File: config.mk
export PLATFORM = sky130hd
export DESIGN_NAME = mem_arbiter
export DESIGN_NICKNAME = d
export VERILOG_FILES = /design/src/rtl/mem_arbiter_pkg.sv /design/src/rtl/mem_arbiter_starve_counter.sv /design/src/rtl/mem_arbiter.sv
export SDC_FILE = /design/constraint.sdc
export NUM_CORES = 1
export LEC_CHECK = 0
export CORE_UTILIZATION = 39
export DETAILED_ROUTE_END_ITERATION = 8
export PLACE_DENSITY = 0.89
export SLEW_MARGIN = 10
export SYNTH_ARGS = -nofsm -noshare
export SYNTH_HDL_FRONTEND = slang
export SYNTH_SLANG_ARGS = --single-unit
File: constraint.sdc
create_clock -name clk_i -period 4.3 [get_ports clk_i]
set_input_delay 0.86 -clock clk_i [delete_from_list [all_inputs] [get_ports clk_i]]
set_output_delay 0.86 -clock clk_i [all_outputs]
set_load 0.05 [all_outputs]
File: src/rtl/mem_arbiter_pkg.sv
// rtl/mem_arbiter_pkg.sv - shared state encoding and width codes for the memory arbiter
// Purpose: arbiter FSM state type, memory access width codes and width normalisation.
// Ports: none (package).
package mem_arbiter_pkg;

  typedef enum logic [1:0] {
    IDLE  = 2'd0,
    GNT_I = 2'd1,
    GNT_D = 2'd2,
    RESP  = 2'd3
  } arb_state_e;

  // Same encoding as funct3[1:0] so the decoder's mem_width feeds straight through.
  localparam logic [1:0] MEM_BYTE = 2'b00;
  localparam logic [1:0] MEM_HALF = 2'b01;
  localparam logic [1:0] MEM_WORD = 2'b10;

  // The unused code 11 is folded onto a word access.
  function automatic logic [1:0] norm_width(input logic [1:0] w);
    return (w == 2'b11) ? MEM_WORD : w;
  endfunction

endpackage

File: src/rtl/mem_arbiter_starve_counter.sv
// rtl/mem_arbiter_starve_counter.sv - saturating count of data grants taken while fetch waits
// Purpose: tracks how long fetch has been passed over; limit_o forces the next grant to fetch.
// Ports: clk_i/rst_i clock and async active-high reset; inc_i count one data grant;
//        clr_i clear (wins over inc_i); limit_o count has reached LIMIT.
module starve_counter #(
  parameter int unsigned LIMIT = 4
) (
  input  logic clk_i,
  input  logic rst_i,
  input  logic inc_i,
  input  logic clr_i,
  output logic limit_o
);

  localparam logic [3:0] LIMIT_C = LIMIT[3:0];

  logic [3:0] count_q;

  always_ff @(posedge clk_i or posedge rst_i) begin
    if (rst_i) begin
      count_q <= '0;
    end else if (clr_i) begin
      count_q <= '0;
    end else if (inc_i && (count_q != LIMIT_C)) begin
      count_q <= count_q + 4'd1;
    end
  end

  assign limit_o = (count_q == LIMIT_C);

endmodule

File: src/rtl/mem_arbiter.sv
// rtl/mem_arbiter.sv - single-port memory arbiter between instruction fetch and data access
// Purpose: grants one transaction at a time to the data port (priority) or fetch port,
//          with a starvation guard for fetch and flush-driven dropping of fetch responses.
// Ports: clk_i/rst_i clock and async active-high reset;
//        if_* fetch request/address in, instruction data and ack pulse out; flush_i cancel fetch;
//        dm_* data request/we/width/address/wdata in, load data and ack pulse out;
//        mem_* request/we/width/address/wdata out to memory, rdata/ack back; busy_o not idle.
module mem_arbiter
  import mem_arbiter_pkg::*;
#(
  parameter int ADDR_W       = 32,
  parameter int DATA_W       = 32,
  parameter int STARVE_LIMIT = 4
) (
  input  logic              clk_i,
  input  logic              rst_i,
  input  logic              if_req_i,
  input  logic [ADDR_W-1:0] if_addr_i,
  output logic [DATA_W-1:0] if_rdata_o,
  output logic              if_ack_o,
  input  logic              flush_i,
  input  logic              dm_req_i,
  input  logic              dm_we_i,
  input  logic [1:0]        dm_width_i,
  input  logic [ADDR_W-1:0] dm_addr_i,
  input  logic [DATA_W-1:0] dm_wdata_i,
  output logic [DATA_W-1:0] dm_rdata_o,
  output logic              dm_ack_o,
  output logic              mem_req_o,
  output logic              mem_we_o,
  output logic [1:0]        mem_width_o,
  output logic [ADDR_W-1:0] mem_addr_o,
  output logic [DATA_W-1:0] mem_wdata_o,
  input  logic [DATA_W-1:0] mem_rdata_i,
  input  logic              mem_ack_i,
  output logic              busy_o
);

  arb_state_e        state_q, state_d;
  logic              fetch_ok, grant_d, grant_i, starved;
  logic [ADDR_W-1:0] addr_q;
  logic              we_q, fetch_q, drop_q;
  logic [1:0]        width_q;
  logic [DATA_W-1:0] wdata_q, rdata_q;

  starve_counter #(.LIMIT(STARVE_LIMIT)) u_starve (
    .clk_i   (clk_i),
    .rst_i   (rst_i),
    .inc_i   (grant_d && if_req_i),
    .clr_i   (grant_i || ((state_q == IDLE) && !if_req_i)),
    .limit_o (starved)
  );

  always_ff @(posedge clk_i or posedge rst_i) begin
    if (rst_i) state_q <= IDLE;
    else       state_q <= state_d;
  end

  always_comb begin
    state_d  = state_q;
    grant_d  = 1'b0;
    grant_i  = 1'b0;
    fetch_ok = if_req_i && !flush_i;
    case (state_q)
      IDLE: begin
        // A flushed fetch cannot claim its starvation priority, so data still goes.
        if (dm_req_i && !(fetch_ok && starved)) begin
          grant_d = 1'b1;
          state_d = GNT_D;
        end else if (fetch_ok) begin
          grant_i = 1'b1;
          state_d = GNT_I;
        end
      end
      GNT_I, GNT_D: if (mem_ack_i) state_d = RESP;
      default:      state_d = IDLE;
    endcase
  end

  always_ff @(posedge clk_i or posedge rst_i) begin
    if (rst_i) begin
      addr_q  <= '0;
      we_q    <= 1'b0;
      width_q <= MEM_BYTE;
      wdata_q <= '0;
      rdata_q <= '0;
      fetch_q <= 1'b0;
      drop_q  <= 1'b0;
    end else begin
      if (grant_d) begin
        addr_q  <= dm_addr_i;
        we_q    <= dm_we_i;
        width_q <= norm_width(dm_width_i);
        wdata_q <= dm_wdata_i;
        fetch_q <= 1'b0;
      end else if (grant_i) begin
        addr_q  <= if_addr_i;
        we_q    <= 1'b0;
        width_q <= MEM_WORD;
        wdata_q <= '0;
        fetch_q <= 1'b1;
      end
      if (mem_req_o && mem_ack_i) rdata_q <= mem_rdata_i;
      // The memory access cannot be aborted, so a flushed fetch runs to completion
      // and only its ack is swallowed.
      if ((state_q == GNT_I) && flush_i) drop_q <= 1'b1;
      else if (state_q == RESP)          drop_q <= 1'b0;
    end
  end

  assign mem_req_o   = (state_q == GNT_I) || (state_q == GNT_D);
  assign mem_we_o    = we_q;
  assign mem_width_o = width_q;
  assign mem_addr_o  = addr_q;
  assign mem_wdata_o = wdata_q;
  assign busy_o      = (state_q != IDLE);
  assign if_ack_o    = (state_q == RESP) && fetch_q && !drop_q;
  assign if_rdata_o  = if_ack_o ? rdata_q : '0;
  assign dm_ack_o    = (state_q == RESP) && !fetch_q;
  assign dm_rdata_o  = (dm_ack_o && !we_q) ? rdata_q : '0;

endmodule

=== Yosys cells after proc, flatten, opt, wreduce, memory -nomap -nowiden ===
Index checks and enable logic that the tools add are counted.

* Register bits: 107
* Output and inout bits: 135
* Logic and storage cells: 71

* Add/subtract/negate cells: 1
* Equality and inequality tests: 8
* Mux-type cells: 26
* Reductions and logical operators: 27

{| class="wikitable"
|+ Operator list
! operator !! count
|-
| $mux W32 || 6
|-
| $logic_and A1 B1 Y1 || 12
|-
| $mux W2 || 6
|-
| $mux W1 || 11
|-
| $mux W4 || 2
|-
| $reduce_bool A2 Y1 || 4
|-
| $eq A2 B2 Y1 const B || 3
|-
| $logic_not A1 Y1 || 6
|-
| $add A4 B1 Y4 const B || 1
|-
| $eq A4 B3 Y1 const B || 1
|-
| $ne A4 B3 Y1 const B || 1
|-
| $pmux W2 S2 || 1
|-
| $ne A3 B2 Y1 const B || 1
|-
| $eq A2 B1 Y1 const B || 1
|-
| $logic_not A2 Y1 || 1
|-
| $logic_or A1 B1 Y1 || 2
|-
| $ne A2 B2 Y1 const B || 1
|-
| $reduce_and A2 Y1 || 1
|-
| $reduce_or A2 Y1 || 1
|}

=== Logic depth before layout (Yosys ltp) ===
Gate-level depths: netlist (run 1).

* Depth after elaboration: 11
* Gate-level depth with buffers: 8
* Gate-level depth less buffers: 5

=== Hierarchy ===
Synthesis (run 1) repeated with hierarchy kept, for this count alone.

* Cells, all modules: 454
* Area total of the unflattened synthesis: 4839.6 µm²

{| class="wikitable"
|+ By module, submodules not included
! module !! instances !! cells an instance !! area an instance (µm²) !! sequential area each (µm²)
|-
| mem_arbiter || 1 || 429 || 4601.9 || 2577.5
|-
| starve_counter || 1 || 25 || 237.7 || 100.1
|}

=== Worst setup path before layout (run 1) ===
OpenSTA, ideal clock, no wires.

* Path kind: reg2out
* Start point: reg state_q[0]
* End point: out dm_rdata_o[10]
* Arrival time: 2264 ps
* Setup slack: 1176 ps
* Cell stages (with the launch flop): 6
* Path buffers: 1
* Path through: dfrtp_1 ha_1 nor2b_1 nor2b_1 clkbuf_1 and2_1

* Longest elaborated chain between the ends: 4

{| class="wikitable"
|+ Ends and longest elaborated chain
! element !! line !! source
|-
| start: declaration || mem_arbiter.sv:39 || <nowiki>arb_state_e state_q, state_d;</nowiki>
|-
| start signal: assignment || mem_arbiter.sv:56 || <nowiki>else state_q <= state_d;</nowiki>
|-
| $eq A2 B2 Y1 || mem_arbiter.sv:119 || <nowiki>assign dm_ack_o = (state_q == RESP) && !fetch_q;</nowiki>
|-
| $logic_and A1 B1 Y1 || mem_arbiter.sv:119 ||
|-
| named net dm_ack_o || mem_arbiter.sv:28 || <nowiki>output logic dm_ack_o,</nowiki>
|-
| $logic_and A1 B1 Y1 || mem_arbiter.sv:120 || <nowiki>assign dm_rdata_o = (dm_ack_o && !we_q) ? rdata_q : '0;</nowiki>
|-
| $mux W32 || mem_arbiter.sv:120 ||
|-
| end: declaration || mem_arbiter.sv:27 || <nowiki>output logic [DATA_W-1:0] dm_rdata_o,</nowiki>
|}

The timed path passes the listed nets, and every way through them passes these cells.

=== Worst setup path after layout (run 1) ===
* Start point: reg state_q[0]
* End point: out if_rdata_o[25]

* Longest elaborated chain between the ends: 4

{| class="wikitable"
|+ Ends and longest elaborated chain
! element !! line !! source
|-
| $eq A2 B2 Y1 || mem_arbiter.sv:117 || <nowiki>assign if_ack_o = (state_q == RESP) && fetch_q && !drop_q;</nowiki>
|-
| $logic_and A1 B1 Y1 (2 in a row) || mem_arbiter.sv:117 ||
|-
| $mux W32 || mem_arbiter.sv:118 || <nowiki>assign if_rdata_o = if_ack_o ? rdata_q : '0;</nowiki>
|-
| end: declaration || mem_arbiter.sv:19 || <nowiki>output logic [DATA_W-1:0] if_rdata_o,</nowiki>
|}

Every way passes these cells.

==> results_dict.tcl, run 1 <==
set metrics [dict create \
    count_of_final_setup_violators 0 \
    clk_transition_reported_paths_ns 0.07 \
    numClockSinks 107 \
    worst-endpoint-required_ns 3.44 \
    crit_path_start_kind "flip-flop" \
    worst-path-max-fanout 33 \
    n_antenna_cell 0 \
    tightestPinTransition_ns 1.07 \
    grt_pass1_wl_mm 21.4 \
    post_route_cells_drive_above_1_share_pct 7.94 \
    arrival_time_of_the_worst_setup_path_ns 2.71 \
    timing_worst_setup_path_type "flip-flop to primary output" \
    via_per_inst 4.96 \
    worst_slew_margin_rel_pct 28.7 \
    avgSynthCellArea_sq_um 11.1 \
    fin_worst_hold_slack_ns 0.512 \
    synth_fp_nets 597 \
    synth_enable_flop_cells 0 \
    synth_cell_type_count 35 \
    grt_start_max_net_pins 90 \
    detail-route-antenna-nets 0 \
    ys_ff_latch 107 \
    port-buffer-count 271 \
    number_of_gates_resized_after_cts 0 \
    synthesis.area_sq_um 5020 \
    final_hold_viol_count 0 \
    clock_skew_ns 0.00541 \
    detail_route.first_pass.iterations 5 \
    global_route.overflow_total 0 \
    hold_path.class "flip-flop to flip-flop" \
    synth_cells 454 \
    clk-insertion-delay-late_ns 0.34 \
    vdd_drop_max_v 0.000437 \
    post_cts_setup_inserts 0 \
    postCtsHoldBufs 0 \
    finalWeightedCongestion 0.742 \
    synth-main-ff-cell "sky130_fd_sc_hd__dfrtp_1" \
    yosys_warnings 0 \
    synth_simple_gate_area_share_pct 10.6 \
    result_of_the_run "complete, no violations" \
    whs_path_depth 1 \
    fin_crit_ns 3.57 \
    cts_max_level 3 \
    critical_path_depth 4 \
    critical_path_buf_inv_count 1 \
    gr-usage-all-layers_pct 21.0 \
    critPathCaptureType "primary output" \
    synth-compound-area-share_pct 15.4 \
    final_cell_count_no_fill 890 \
    power_density_nw_per_um2 761 \
    vias_in_the_first_global_route 4395 \
    place_hpwl_mm 10.8 \
    synth.yosys.seq_area_share_pct 53.3 \
    fp.dieArea_sq_um 13300 \
    route.vias.total 4411 \
    fin_setup_tns_ns 0 \
    number_of_buffers_inserted_during_clock_tree_synthesis 9 \
    clock.fmax_mhz 280 \
    start_util_pct 40.0 \
    reg2regPathDepth 5 \
    aggregate_routed_wire_length_mm 14.2 \
    ctsLongestPathBuffers 2 \
    initialDrtViolationCount 287 \
    placement_rows 41 \
    postSynth.asyncResetShare_pct 100 \
    final_area_sq_um 8150 \
    dpl.cell_count 874 \
    post_synth_fa_ha_maj_area_fraction_pct 1.50 \
    slew_viol_final 0 \
    initial_antenna_violation_count 0 \
    timing.critical_path.slowest_stage_cell "sky130_fd_sc_hd__clkdlybuf4s50_1" \
    synthMuxAreaShare_pct 7.38 \
    list_of_cells_traversed_by_the_critical_path "ha_1, and3_1, and2_1, clkdlybuf4s50_1" \
    area_growth_syn_to_layout_pct 62.3 \
    totalPowerFinal_mw 6.20 \
    nets 856 \
    top_level_ports 272 \
    die_x_um 115 \
    grt_setup_unrepaired "no" \
    coreArea_sq_um 12600 \
    fin_ws_ns 0.731 \
    clock_tree.root_cell "sky130_fd_sc_hd__clkbuf_16" \
    r2r_setup_slack_ns 2.03 \
    placedInstanceArea_sq_um 7840 \
    route.detailed.wl_per_inst_um 16.0 \
    finish.utilization_pct 64.8 \
    largest_family_of_logic_cells_by_synthesized_area "compound AO/OA/AOI/OAI gates" \
    crit_path_max_incr_delay_ns 0.81 \
    chipHeight_um 115 \
    crit_family "simple AND/OR/NAND/NOR gates" \
    fin_crit_sh_pct 83.0 \
    cap_violations 0 \
    drt_drc_violations_left 0 \
    pre_cts_slack_ns 1.08 \
    tritoncts "done" \
    yosys.area_share.xor_xnor_pct 0 \
    power.static_leakage_nw 3.75 \
]
worst paths after layout:
check / from / end
max in group asynchronous: rst_i / mem_addr_o[2]
min: mem_wdata_o[5] / mem_wdata_o[5]
min in group asynchronous: rst_i / rdata_q[2]
max: state_q[0] / if_rdata_o[25]
min reg2reg: mem_wdata_o[5] / mem_wdata_o[5]
max reg2reg: state_q[1] / mem_addr_o[29]
layout make-up:
| class | instances | area [sq um] |
|---|---|---|
| multi-input combinational | 212 | 1760 |
| tap | 172 | 215 |
| inverter | 107 | 404 |
| fill | 943 | 4420 |
| timing repair buffer | 276 | 2780 |
| sequential | 107 | 2680 |
| clock buffer | 12 | 256 |
| clock inverter | 4 | 57.6 |
routing by layer:
metal | vias to the layer above | track usage, % | part of all wire, %
li1 | 2044 | - | -
met1 | 2128 | 23.4 | 37
met2 | 220 | 38.3 | 53
met3 | 19 | 6.22 | 8.5
met4 | 0 | 6.67 | 1.6
met5 | - | 0 | 0
cell families after synthesis:
group,count (synthesis)
buffers and inverters,135
and+or+nand+nor,86
muxes,33
adders and majority gates,6
DFF,107
AOI/OAI and AO/OA,87
cell usage after synthesis (3+ instances only):
master                       n  area share [%]
sky130_fd_sc_hd__o21ai_0     4            0.40
sky130_fd_sc_hd__ha_1        6             1.5
sky130_fd_sc_hd__a21oi_1     7            0.70
sky130_fd_sc_hd__nand3_1     4            0.40
sky130_fd_sc_hd__inv_1     107             8.0
sky130_fd_sc_hd__and2_1     65             8.1
sky130_fd_sc_hd__nor2b_1     4            0.50
sky130_fd_sc_hd__dfrtp_1   107              53
sky130_fd_sc_hd__clkbuf_1    6            0.45
sky130_fd_sc_hd__a22o_1     33             5.8
sky130_fd_sc_hd__nand2_1     3            0.22
sky130_fd_sc_hd__buf_2      11             1.1
sky130_fd_sc_hd__mux2_2     32             7.2
sky130_fd_sc_hd__a222oi_1   32             6.4
sky130_fd_sc_hd__buf_6       9             2.0
layout by cell type, fill, tap and decap left out, types with 2 or more instances in the layout:
cell type	Yosys	layout
sky130_fd_sc_hd__dfrtp_1	107	107
sky130_fd_sc_hd__nand3_1	4	4
sky130_fd_sc_hd__and3_1	2	2
sky130_fd_sc_hd__nand2_1	3	3
sky130_fd_sc_hd__clkbuf_16	0	9
sky130_fd_sc_hd__clkdlybuf4s50_1	0	271
sky130_fd_sc_hd__clkbuf_8	0	2
sky130_fd_sc_hd__a22o_1	33	33
sky130_fd_sc_hd__inv_1	107	106
sky130_fd_sc_hd__ha_1	6	6
sky130_fd_sc_hd__o21ai_0	4	4
sky130_fd_sc_hd__nor2b_1	4	4
sky130_fd_sc_hd__buf_12	0	2
sky130_fd_sc_hd__buf_4	2	3
sky130_fd_sc_hd__a21oi_1	7	7
sky130_fd_sc_hd__a222oi_1	32	32
sky130_fd_sc_hd__and2_1	65	65
sky130_fd_sc_hd__nand3b_1	2	2
sky130_fd_sc_hd__mux2_2	32	32
sky130_fd_sc_hd__a21oi_4	0	2
power breakdown:
part           total (mW)  switching [mW]  internal, mW  leakage, nW
Sequential           1.79           0.310          1.48         1.26
Clock               0.849           0.360         0.489        0.151
Combinational        3.56            2.19          1.37         2.33
Total                6.20            2.86          3.34         3.75
state kept, by name (all words and copies together), names as in the netlist:
name	cells
u_starve.count_q	4
state_q	2
mem_we_o	1
rdata_q	32
mem_addr_o	32
mem_wdata_o	32
fetch_q	1
mem_width_o	2
drop_q	1
No activity file was read; power rests on OpenSTA's default activity.
==> inputs of run 2 (changes only) <==
==> constraint.sdc (replaced) <==
create_clock -name clk_i -period 3.6 [get_ports clk_i]
set_input_delay 0.72 -clock clk_i [delete_from_list [all_inputs] [get_ports clk_i]]
set_output_delay 0.72 -clock clk_i [all_outputs]
set_load 0.05 [all_outputs]
==> run 2 against run 1 <==
  * Total power is 23% higher
  * Final area is 4.1% higher
  * Setup slack worse by 0.21 ns
  * Largest power group unchanged
  * Highest routed layer unchanged
==> results_dict.tcl, run 2 (synthesized netlist as in run 1, its figures left out) <==
set metrics [dict create \
    result_of_the_run "complete, no violations" \
    final_cell_count_no_fill 893 \
    gr-usage-all-layers_pct 22.5 \
    route.detailed.wl_per_inst_um 16.6 \
    worst_slew_margin_rel_pct 59.8 \
    final_hold_viol_count 0 \
    area_growth_syn_to_layout_pct 69.0 \
    global_route.overflow_total 0 \
    dpl.cell_count 877 \
    grt_start_max_net_pins 61 \
    coreArea_sq_um 12600 \
    top_level_ports 272 \
    worst-endpoint-required_ns 2.88 \
    final_cell_mix "239 x sky130_fd_sc_hd__clkdlybuf4s50_1, 107 x sky130_fd_sc_hd__dfrtp_1, 106 x sky130_fd_sc_hd__inv_1, 65 x sky130_fd_sc_hd__and2_1, 34 x sky130_fd_sc_hd__buf_12" \
    hold_path.class "flip-flop to flip-flop" \
    initialDrtViolationCount 265 \
    detail_route.first_pass.iterations 8 \
    ctsLongestPathBuffers 2 \
    via_per_inst 4.97 \
    vias_in_the_first_global_route 4476 \
    fin_setup_tns_ns 0 \
    drt_drc_violations_left 0 \
    fin_crit_sh_pct 85.5 \
    final_area_sq_um 8490 \
    nets 859 \
    place_hpwl_mm 11.5 \
    vdd_drop_max_v 0.000531 \
    critical_r2r_launch "state_q[0]" \
    tightestPinTransition_ns 0.604 \
    clk_transition_reported_paths_ns 0.07 \
    r2r_setup_slack_ns 1.60 \
    route.vias.total 4442 \
    number_of_gates_resized_after_cts 0 \
    initial_antenna_violation_count 0 \
    cts_max_level 3 \
    detail-route-antenna-nets 0 \
    finalWeightedCongestion 0.786 \
    pre_cts_slack_ns 0.879 \
    final_common_cell "sky130_fd_sc_hd__clkdlybuf4s50_1" \
    arrival_time_of_the_worst_setup_path_ns 2.36 \
    clk-insertion-delay-late_ns 0.35 \
    worst-path-max-fanout 33 \
    post_cts_setup_inserts 0 \
    postCtsHoldBufs 0 \
    finish.utilization_pct 67.5 \
    crit_path_start_kind "flip-flop" \
    rr_endpoint "mem_addr_o[3]" \
    num-fill-cells 902 \
    whs_path_depth 1 \
    reg2regPathDepth 6 \
    grt_pass1_wl_mm 22.7 \
    number_of_buffers_inserted_during_clock_tree_synthesis 9 \
    cap_violations 0 \
    aggregate_routed_wire_length_mm 14.9 \
    clock.fmax_mhz 325 \
    placedInstanceArea_sq_um 8180 \
    slew_viol_final 0 \
    timing_worst_setup_path_type "flip-flop to primary output" \
    n_antenna_cell 0 \
    clock_skew_ns 0.00835 \
    whs_endpoint "mem_width_o[0]" \
    placement_rows 41 \
    power.static_leakage_nw 3.92 \
    fp.dieArea_sq_um 13300 \
    hold_start "mem_width_o[0]" \
    post_route_cells_drive_above_1_share_pct 12.9 \
    fin_crit_ns 3.08 \
    power_density_nw_per_um2 896 \
    clock_tree.root_cell "sky130_fd_sc_hd__clkbuf_16" \
    chipHeight_um 115 \
    port-buffer-count 271 \
    count_of_final_setup_violators 0 \
    fin_ws_ns 0.523 \
    critPathCaptureType "primary output" \
    die_x_um 115 \
    tritoncts "done" \
    start_util_pct 40.0 \
    numClockSinks 107 \
    grt_setup_unrepaired "no" \
]
-- run 2: how the worst max path moves through the flow --
stage	startpoint	end	slack [ns]	depth (start not counted)
6_report	state_q[0]	if_rdata_o[6]	0.52	5
5_1_grt	state_q[0]	if_rdata_o[6]	0.40	5
4_1_cts	state_q[0]	if_rdata_o[6]	0.50	5
3_5_place_dp	state_q[0]	if_rdata_o[6]	0.88	5
3_3_place_gp	state_q[0]	if_rdata_o[5]	0.99	5
2_1_floorplan	rst_i	drop_q	0.06	1
-- run 2: cell type report --
| class | instances | area [sq um] | area share (%) |
|---|---|---|---|
| clock inverters | 7 | 83.8 | 0.988 |
| inverters | 107 | 404 | 4.76 |
| flip-flops and latches | 107 | 2680 | 31.5 |
| clock buffers | 9 | 225 | 2.65 |
| repair buffers | 279 | 3120 | 36.7 |
| well taps | 172 | 215 | 2.54 |
| multi-input cells | 212 | 1760 | 20.8 |
-- run 2: where the power goes --
group	total [mW]	internal, mW	switching (mW)
combinational	4.46	1.80	2.66
sequential	2.13	1.77	0.364
clock	1.01	0.550	0.459
total	7.60	4.12	3.49
-- run 2: layer usage --
metal,share of wire [%],vias to the layer above,track usage [%]
met5,0,-,0
met4,2.3,0,8.66
met3,8.1,23,6.12
met2,53,230,41.3
met1,37,2142,24.5
li1,-,2047,-
-- run 2: critical path: stages, from the launching register on --
cell and delay, ns:
sky130_fd_sc_hd__dfrtp_1 0.41, sky130_fd_sc_hd__ha_1 0.19, sky130_fd_sc_hd__and3_1 0.14, sky130_fd_sc_hd__buf_4 0.26, sky130_fd_sc_hd__and2_1 0.18, sky130_fd_sc_hd__clkdlybuf4s50_1 0.82
-- run 2: through the flow --
step	hold WS [ns]	power, mW
final	0.499	7.60
after global routing	0.521	7.97
after CTS	0.504	7.67
after detailed placement	0.487	6.63
after global placement	0.482	6.47
after floorplan	0.477	4.99
==> inputs of run 3 (changes only) <==
--- a/config.mk
+++ b/config.mk
@@ -7,8 +7,10 @@
 export LEC_CHECK = 0
 export CORE_UTILIZATION = 39
 export DETAILED_ROUTE_END_ITERATION = 8
+export GPL_TIMING_DRIVEN = 0
 export PLACE_DENSITY = 0.89
 export SLEW_MARGIN = 10
 export SYNTH_ARGS = -nofsm -noshare
 export SYNTH_HDL_FRONTEND = slang
 export SYNTH_SLANG_ARGS = --single-unit
+export TNS_END_PERCENT = 50
==> run 3 against run 2 <==
  * Sequential share of layout area rose by 0.49 points
  * Critical endpoint unchanged
  * Setup slack worse by 0.26 ns
  * Clock-buffer cell count rose by 1
  * Utilization is 1.0 points lower
  * Fmax is 7.8% lower
  * Global-route usage up 0.76 points
  * Clock skew grew 0.0034 ns
  * Via count is 2.5% higher
  * Largest power group unchanged
  * Worst hold slack lost 0.0052 ns
  * Non-clock buffer count grew 21
  * First-iteration DRC count grew 44%
==> results_dict.tcl, run 3 (synthesized netlist as in run 1, its figures left out) <==
set metrics [dict create \
    fin_crit_sh_pct 92.7 \
    clock_tree.root_cell "sky130_fd_sc_hd__clkbuf_16" \
    tightestPinTransition_ns 0.569 \
    worst-path-max-fanout 10 \
    aggregate_routed_wire_length_mm 15.5 \
    area_growth_syn_to_layout_pct 66.5 \
    rr_endpoint "mem_addr_o[22]" \
    hold_path.class "flip-flop to flip-flop" \
    power_switching_mw 3.50 \
    fp.dieArea_sq_um 13300 \
    reg2regPathDepth 7 \
    cap_violations 0 \
    count_of_final_setup_violators 0 \
    via_per_inst 4.98 \
    timing_worst_setup_path_type "flip-flop to primary output" \
    detail-route-antenna-nets 0 \
    vias_in_the_first_global_route 4614 \
    ctsLongestPathBuffers 2 \
    start_util_pct 40.0 \
    detail_route.first_pass.iterations 8 \
    nets 880 \
    grt_setup_unrepaired "no" \
    power.static_leakage_nw 4.37 \
    global_route.overflow_total 0 \
    tritoncts "done" \
    slew_viol_final 0 \
    arrival_time_of_the_worst_setup_path_ns 2.62 \
    worst_slew_margin_rel_pct 62.0 \
    r2r_setup_slack_ns 1.69 \
    chipHeight_um 115 \
    final_cell_mix "240 x sky130_fd_sc_hd__clkdlybuf4s50_1, 107 x sky130_fd_sc_hd__dfrtp_1, 106 x sky130_fd_sc_hd__inv_1, 65 x sky130_fd_sc_hd__and2_1, 33 x sky130_fd_sc_hd__a22o_1" \
    crit_path_start_kind "flip-flop" \
    critPathLaunch "state_q[0]" \
    pwr-share-seq_pct 28.4 \
    fin_worst_hold_slack_ns 0.493 \
    final_common_cell "sky130_fd_sc_hd__clkdlybuf4s50_1" \
    result_of_the_run "complete, no violations" \
    final_hold_viol_count 0 \
    clock_network_fraction_of_design_power_pct 13.1 \
    power_report.internal_total_mw 3.96 \
    fin_setup_tns_ns 0 \
    p_comb_share_pct 58.5 \
    top_level_ports 272 \
    critPathCaptureType "primary output" \
    numClockSinks 107 \
    initialDrtViolationCount 381 \
    clk_transition_reported_paths_ns 0.07 \
    port-buffer-count 270 \
    critical_r2r_launch "state_q[1]" \
    fin_crit_ns 3.34 \
    critical_path.endpoint "if_rdata_o[6]" \
    vdd_drop_max_v 0.000533 \
    cts_max_level 3 \
    grt_pass1_wl_mm 23.5 \
    post_cts_setup_inserts 0 \
    grt_start_max_net_pins 70 \
    clock_skew_ns 0.0117 \
    die_x_um 115 \
    placement_rows 41 \
    initial_antenna_violation_count 0 \
    route.vias.total 4551 \
    swShare_pct 46.9 \
    clock.fmax_mhz 300 \
    pre_cts_slack_ns 0.377 \
    fin_ws_ns 0.263 \
    n_antenna_cell 0 \
    route.detailed.wl_per_inst_um 16.9 \
    number_of_buffers_inserted_during_clock_tree_synthesis 9 \
    drt_drc_violations_left 0 \
    place_hpwl_mm 12.1 \
    worst-endpoint-required_ns 2.88 \
    gr-usage-all-layers_pct 23.2 \
    power_density_nw_per_um2 893 \
    post_route_cells_drive_above_1_share_pct 10.4 \
    clk-insertion-delay-late_ns 0.35 \
    finalWeightedCongestion 0.807 \
    coreArea_sq_um 12600 \
]
==> run 3: final cells by class <==
type | count | area (sq um)
plain buffers | 28 | 194
clock buffers | 10 | 239
clock inverters | 6 | 58.8
fillers | 890 | 4210
inverters | 107 | 404
multi-input cells | 212 | 1750
flip-flops and latches | 107 | 2680
well taps | 172 | 215
repair buffers | 272 | 2820
==> run 3: worst max-delay path, stage by stage, from the launching register on <==
cell,delay [ns]
sky130_fd_sc_hd__dfrtp_1,0.40
sky130_fd_sc_hd__ha_1,0.20
sky130_fd_sc_hd__and3_1,0.30
sky130_fd_sc_hd__clkbuf_1,0.36
sky130_fd_sc_hd__and2_1,0.19
sky130_fd_sc_hd__clkdlybuf4s50_1,0.81
==> run 3: stage by stage <==
step | cell area (sq um) | instances | power [mW] | utilization [%]
final | 8360 | 914 | 7.46 | 66.5
after global routing | 8360 | 914 | 7.84 | 66.5
after CTS | 8290 | 914 | 7.51 | 65.9
after detailed placement | 7990 | 898 | 6.52 | 63.6
after global placement | 7940 | 896 | 6.37 | 63.2
after floorplan | 5020 | 454 | 4.99 | -
==> run 3: worst min-delay path by stage <==
| stage | startpoint | end | slack [ns] | cells past startpoint |
|---|---|---|---|---|
| after floorplan | fetch_q | fetch_q | 0.48 | 2 |
| after global placement | mem_width_o[0] | mem_width_o[0] | 0.48 | 1 |
| after detailed placement | mem_width_o[0] | mem_width_o[0] | 0.48 | 1 |
| after CTS | mem_width_o[0] | mem_width_o[0] | 0.50 | 1 |
| after global routing | mem_width_o[0] | mem_width_o[0] | 0.52 | 1 |
| final | mem_width_o[0] | mem_width_o[0] | 0.49 | 1 |
==> run 3: power by group through the flow <==
stage                     Clock [mW]  Combinational [mW]  Sequential (mW)
after floorplan                    0                1.77             3.22
after global placement             0                4.28             2.10
after detailed placement           0                4.39             2.13
after CTS                      0.997                4.40             2.12
after global routing            1.05                4.60             2.19
final                          0.979                4.36             2.12
==> run 3: metal layers <==
layer | up-vias | routed length, um | GRT usage [%]
li1 | 2088 | - | -
met3 | 24 | 1330 | 5.81
met1 | 2219 | 5870 | 27.4
met5 | - | 0 | 0
met2 | 220 | 7970 | 40.5
met4 | 0 | 323 | 9.18
==> run 3: what timing repair did <==
item                       CTS  global route
setup endpoints to repair    1            29
gates cloned                 0             0
hold buffers                 0             0
hold endpoints to repair     0             0
gates resized for setup      1            30
